==> src/rtl/selector_modo.sv <==
// selector_modo: mode controller for the digital clock.
// Synchronises and debounces the mode push-button, steps through NUM_MODOS
// modes with wrap-around and falls back to mode 0 after TIMEOUT_CICLOS idle
// ticks. Optional macro LED_PARPADEO_EN makes the active mode LED blink in
// non-zero modes (ledsModo then becomes registered).
module selector_modo #(
  parameter int NUM_MODOS       = 3,
  parameter int MODO_W          = 2,
  parameter int DEBOUNCE_CICLOS = 4,
  parameter int TIMEOUT_CICLOS  = 16,
  parameter int BLINK_CICLOS    = 8
) (
  input  logic                 clk,
  input  logic                 reset_n,
  input  logic                 tick,
  input  logic                 btnModo,
  input  logic                 actividad,
  output logic [MODO_W-1:0]    modo,
  output logic [NUM_MODOS-1:0] ledsModo,
  output logic                 cambioModo
);

  localparam int DW = (DEBOUNCE_CICLOS > 1) ? $clog2(DEBOUNCE_CICLOS) : 1;
  localparam int TW = (TIMEOUT_CICLOS > 1) ? $clog2(TIMEOUT_CICLOS) : 1;
  localparam logic [MODO_W-1:0] MODO_MAX = MODO_W'(NUM_MODOS - 1);

  // Elaboration-time parameter legality checks.
  if (NUM_MODOS < 2 || NUM_MODOS > 2**MODO_W) begin : g_chk_modos
    $error("selector_modo: NUM_MODOS out of range");
  end
  if (DEBOUNCE_CICLOS < 1) begin : g_chk_debounce
    $error("selector_modo: DEBOUNCE_CICLOS must be >= 1");
  end
  if (TIMEOUT_CICLOS < 0) begin : g_chk_timeout
    $error("selector_modo: TIMEOUT_CICLOS must be >= 0");
  end
  if (BLINK_CICLOS < 1) begin : g_chk_blink
    $error("selector_modo: BLINK_CICLOS must be >= 1");
  end

  typedef enum logic [1:0] {
    ESTABLE_BAJO,
    VALIDANDO_ALTO,
    ESTABLE_ALTO,
    VALIDANDO_BAJO
  } estado_t;

  logic            btnMeta, btnSync;
  estado_t         estado;
  logic [DW-1:0]   cnt;
  logic            pulsacion;
  logic [TW-1:0]   tcnt;
  logic            expira;
  logic [NUM_MODOS-1:0] onehot;

  // Two-flop synchroniser for the asynchronous push-button.
  always_ff @(posedge clk or negedge reset_n) begin
    if (!reset_n) begin
      btnMeta <= 1'b0;
      btnSync <= 1'b0;
    end else begin
      btnMeta <= btnModo;
      btnSync <= btnMeta;
    end
  end

  // Debounce FSM: a new level must hold for DEBOUNCE_CICLOS ticks; press emits a pulse.
  always_ff @(posedge clk or negedge reset_n) begin
    if (!reset_n) begin
      estado    <= ESTABLE_BAJO;
      cnt       <= '0;
      pulsacion <= 1'b0;
    end else begin
      pulsacion <= 1'b0;
      case (estado)
        ESTABLE_BAJO: begin
          if (btnSync) begin
            estado <= VALIDANDO_ALTO;
            cnt    <= '0;
          end
        end
        VALIDANDO_ALTO: begin
          if (!btnSync) begin
            estado <= ESTABLE_BAJO;
            cnt    <= '0;
          end else if (tick) begin
            if (cnt == DW'(DEBOUNCE_CICLOS - 1)) begin
              estado    <= ESTABLE_ALTO;
              cnt       <= '0;
              pulsacion <= 1'b1;
            end else begin
              cnt <= cnt + 1'b1;
            end
          end
        end
        ESTABLE_ALTO: begin
          if (!btnSync) begin
            estado <= VALIDANDO_BAJO;
            cnt    <= '0;
          end
        end
        VALIDANDO_BAJO: begin
          if (btnSync) begin
            estado <= ESTABLE_ALTO;
            cnt    <= '0;
          end else if (tick) begin
            if (cnt == DW'(DEBOUNCE_CICLOS - 1)) begin
              estado <= ESTABLE_BAJO;
              cnt    <= '0;
            end else begin
              cnt <= cnt + 1'b1;
            end
          end
        end
        default: begin
          estado <= ESTABLE_BAJO;
          cnt    <= '0;
        end
      endcase
    end
  end

  // Timeout fires only when no press and no activity are present this edge.
  always_comb begin
    expira = (TIMEOUT_CICLOS != 0) && tick && !actividad && !pulsacion &&
             (modo != '0) && (tcnt == TW'(TIMEOUT_CICLOS - 1));
  end

  // Mode register and inactivity counter; a press takes priority over the timeout.
  always_ff @(posedge clk or negedge reset_n) begin
    if (!reset_n) begin
      modo       <= '0;
      cambioModo <= 1'b0;
      tcnt       <= '0;
    end else begin
      cambioModo <= 1'b0;
      if (pulsacion) begin
        modo       <= (modo == MODO_MAX) ? '0 : modo + 1'b1;
        cambioModo <= 1'b1;
        tcnt       <= '0;
      end else if (actividad || modo == '0) begin
        tcnt <= '0;
      end else if (expira) begin
        modo       <= '0;
        cambioModo <= 1'b1;
        tcnt       <= '0;
      end else if (tick) begin
        tcnt <= tcnt + 1'b1;
      end
    end
  end

  // One-hot decode of the registered mode.
  always_comb begin
    onehot = '0;
    for (int unsigned i = 0; i < NUM_MODOS; i++) begin
      if (modo == MODO_W'(i)) onehot[i] = 1'b1;
    end
  end

`ifdef LED_PARPADEO_EN
  localparam int BW = (BLINK_CICLOS > 1) ? $clog2(BLINK_CICLOS) : 1;

  logic          fase;
  logic [BW-1:0] bcnt;

  // Blink phase restarts "on" at every mode change; LEDs are registered from the old mode/phase.
  always_ff @(posedge clk or negedge reset_n) begin
    if (!reset_n) begin
      fase     <= 1'b1;
      bcnt     <= '0;
      ledsModo <= NUM_MODOS'(1);
    end else begin
      ledsModo <= (modo == '0 || fase) ? onehot : '0;
      if (pulsacion || expira) begin
        fase <= 1'b1;
        bcnt <= '0;
      end else if (modo != '0 && tick) begin
        if (bcnt == BW'(BLINK_CICLOS - 1)) begin
          fase <= ~fase;
          bcnt <= '0;
        end else begin
          bcnt <= bcnt + 1'b1;
        end
      end
    end
  end
`else
  // Steady indicator: active LED follows the registered mode directly.
  always_comb begin
    ledsModo = onehot;
  end
`endif

endmodule

==> config.mk <==
export PLATFORM = sky130hd
export DESIGN_NAME = selector_modo
export DESIGN_NICKNAME = d
export VERILOG_FILES = /design/src/rtl/selector_modo.sv
export SDC_FILE = /design/constraint.sdc
export NUM_CORES = 1
export LEC_CHECK = 0
export ABC_AREA = 1
export ABC_CLOCK_PERIOD_IN_PS = 1250
export CAP_MARGIN = 20
export CORE_MARGIN = 1
export CORE_UTILIZATION = 45
export CTS_CLUSTER_SIZE = 25
export DETAILED_ROUTE_END_ITERATION = 12
export HOLD_SLACK_MARGIN = 0.15
export PLACE_DENSITY = 0.76
export SYNTH_ARGS = -nofsm -noshare
export SYNTH_HDL_FRONTEND = slang
export SYNTH_SLANG_ARGS = --single-unit
==> constraint.sdc <==
create_clock -name clk -period 1.25 [get_ports clk]
set_input_delay 0.25 -clock clk [delete_from_list [all_inputs] [get_ports clk]]
set_output_delay 0.25 -clock clk [all_outputs]
set_load 0.02 [all_outputs]
==> impl_metrics.env <==
export IMPL_status="finished with violations"
export IMPL_violations="setup timing"
export IMPL_synthXorXnorAreaFrac_pct=2.48
export IMPL_skew_ns=0.00783
export IMPL_antenna_cells=0
export IMPL_synth_seq_area_share_pct=49.6
export IMPL_worst_hold_path_type="in -> async"
export IMPL_clock_path_buffers=2
export IMPL_ys_warn_count=0
export IMPL_grt_pass1_vias=566
export IMPL_final_cell_mix="nand2_1 (17), dfrtp_1 (11), buf_4 (10), nand3_1 (8), inv_1 (7)"
export IMPL_hold_viol=0
export IMPL_leakagePower_nw=0.534
export IMPL_tightest_slew_ns=0.284
export IMPL_yosys_area_share_simple_pct=33.2
export IMPL_synth_fa_ha_area_share_pct=3.55
export IMPL_cp_max_fo=5
export IMPL_synth_compound_area_share_pct=3.19
export IMPL_die_y_microns=41.6
export IMPL_rows=13
export IMPL_insertion_delay_ns=0.28
export IMPL_synth_distinct_cells=21
export IMPL_synth_mux_area_share_pct=0
export IMPL_final_nets=117
export IMPL_port_buffers=10
export IMPL_cts_tree="done"
export IMPL_synth_nets=91
export IMPL_dieArea_sq_um=1730
export IMPL_globalRouteMet3Util_pct=8.26
export IMPL_min_period_ns=1.28
export IMPL_layout_commonest_cell="nand2_1"
export IMPL_synth_top_cell_area_share_pct=49.6
export IMPL_met1_usage_pct=20.3
export IMPL_cts_htree_levels=1
export IMPL_start_util_pct=51.0
export IMPL_hold_buffers=0
export IMPL_met2_usage_pct=28.4
export IMPL_grt_max_degree=15
export IMPL_synth_edff_count=0
export IMPL_synth_top_family_by_area="simple AND/OR/NAND/NOR gates"
export IMPL_setup_tns_ns=-0.0554
export IMPL_syn_area_sq_um=706
export IMPL_synth_area_leader_cell="dfrtp_1"
export IMPL_setup_violations=3
export IMPL_drv_cap=0
export IMPL_ant_nets=0
export IMPL_drive_gt1_share_pct=45.0
export IMPL_placed_area_sq_um=873
export IMPL_final_max_slew_viol_count=0
export IMPL_max_slew_margin_pct=81.1
export IMPL_powerDensity_nw_per_um2=1400
export IMPL_r2r_cells=8
export IMPL_rsz0062_at_grt="true"
export IMPL_cp_required_ns=1.00
export IMPL_synthFlopType="dfrtp_1"
export IMPL_crit_slowest_cell="dfrtp_2"
export IMPL_synth_ff_latch_count=14
export IMPL_ys_async_sr_fraction_pct=100
export IMPL_timing_hold_ws_ns=0.270
export IMPL_fp_dieW_microns=41.6
export IMPL_crit_type="reg -> out"
export IMPL_vias=620
export IMPL_groute_usage_overall_pct=17.3
export IMPL_grt_pass1_wl_mm=2.26
export IMPL_wl_per_cell_microns=11.0
export IMPL_syn_inst=84
export IMPL_synth_avg_cell_area_sq_um=8.40
export IMPL_drcViolationCount=0
export IMPL_startpoint_type="flip-flop"
export IMPL_fin_ws_ns=-0.0294
export IMPL_finalCritPeriodShare_pct=102
export IMPL_coreArea_sq_um=1380
export IMPL_max_freq_mhz=782
export IMPL_fin_util_pct=73.7
export IMPL_path_cells="nor2_4 -> buf_6"
export IMPL_place_gp_congestion=0.855
export IMPL_antenna_found_initial=0
export IMPL_arrival_ns=1.03
export IMPL_cts_sinks=14
export IMPL_power_mw=1.43
export IMPL_clkTransAtPathRegs_ns=0.08
export IMPL_end_kind="primary output"
export IMPL_pin_count=11
export IMPL_cts_root_buffer="clkbuf_4"
export IMPL_ys_top_cells_by_area="dfrtp_1 (50%), nand2_1 (11%), nand3_1 (7.8%)"
export IMPL_post_route_cell_area_sq_um=1020
export IMPL_ir_worst_vdd_mv=0.932
export IMPL_busiest_layer="met2"
export IMPL_drtPass1Iterations=3
export IMPL_wl_mm=1.37
export IMPL_dp_hpwl_microns=973
export IMPL_area_growth_pct=44.3
export IMPL_viasPerCell=5.00
export IMPL_drt_initial_drc_count=2
export IMPL_cts_buffers=3
export IMPL_gr_total_overflow=0
export IMPL_max_stage_delay_ns=0.47
-- metrics by stage --
stage / std cells / setup WS, ns
after global placement: 115 / -0.168
final: 124 / -0.0294
after floorplan: 84 / 0.0783
after global routing: 124 / -0.0880
after detailed placement: 115 / -0.232
after CTS: 120 / -0.0787
-- what timing repair did --
item	4_1_cts	5_1_grt
setup buffers	1	4
pin swaps	1	5
gates resized for setup	27	25
endpoints found under the setup margin	6	14
-- power breakdown --
group / internal (mW) / switching [mW]
sequential: 0.544 / 0.123
clock: 0.177 / 0.139
combinational: 0.220 / 0.228
total: 0.941 / 0.490
-- cell type report --
type,count,area (sq um)
clock buffer,4,36.3
inverter,12,47.5
multi-input combinational,57,365
fill,99,364
tap,15,18.8
sequential,14,354
timing repair buffer,22,196
-- state kept, by name, summed over array words and instances (netlist names), named ones only --
register	flops
tcnt	4
estado	1
cnt	2
cambioModo	1
modo	2
pulsacion	1
btnMeta	1
btnSync	1
-- synth_stat cells, types with 2 or more instances --
library cell,instances
inv_1,10
nand2_1,20
ha_1,2
nand3_1,11
nand3_2,2
nand2_2,4
dfrtp_1,14
nor2_1,6
nor2_2,2
inv_2,2
-- path summary, 6_finish.rpt --
| check | slack [ns] | from | to |
|---|---|---|---|
| max in group asynchronous | 0.80 | reset_n | modo[1] |
| hold / removal | 0.27 | reset_n | modo[0] |
| setup / recovery | -0.03 | modo[1] | ledsModo[0] |
| hold reg to reg | 0.37 | btnMeta | btnSync |
| min in group clk | 0.37 | btnMeta | btnSync |
| setup reg to reg | 0 | modo[1] | modo[0] |
-- layer usage --
layer  vias to the layer above  wire [microns]
met5                         -               0
met4                         0               0
met3                         0              78
met2                        14             700
met1                       292             591
li1                        314               -
-- worst max-delay path: cells and delay by family, from the launching register on --
kind,cells,cell delay [ns]
DFF,1,0.47
and+or+nand+nor,1,0.15
buffers and inverters,1,0.13
-- logic make-up after synthesis --
logic type	count (synthesis)
buffers and inverters	13
XOR/XNOR	2
AO/OA/AOI/OAI	4
AND/OR/NAND/NOR	49
flip-flops	14
adder cells (fa/ha/maj)	2
Note: power is estimated with default switching activity, not from simulation.
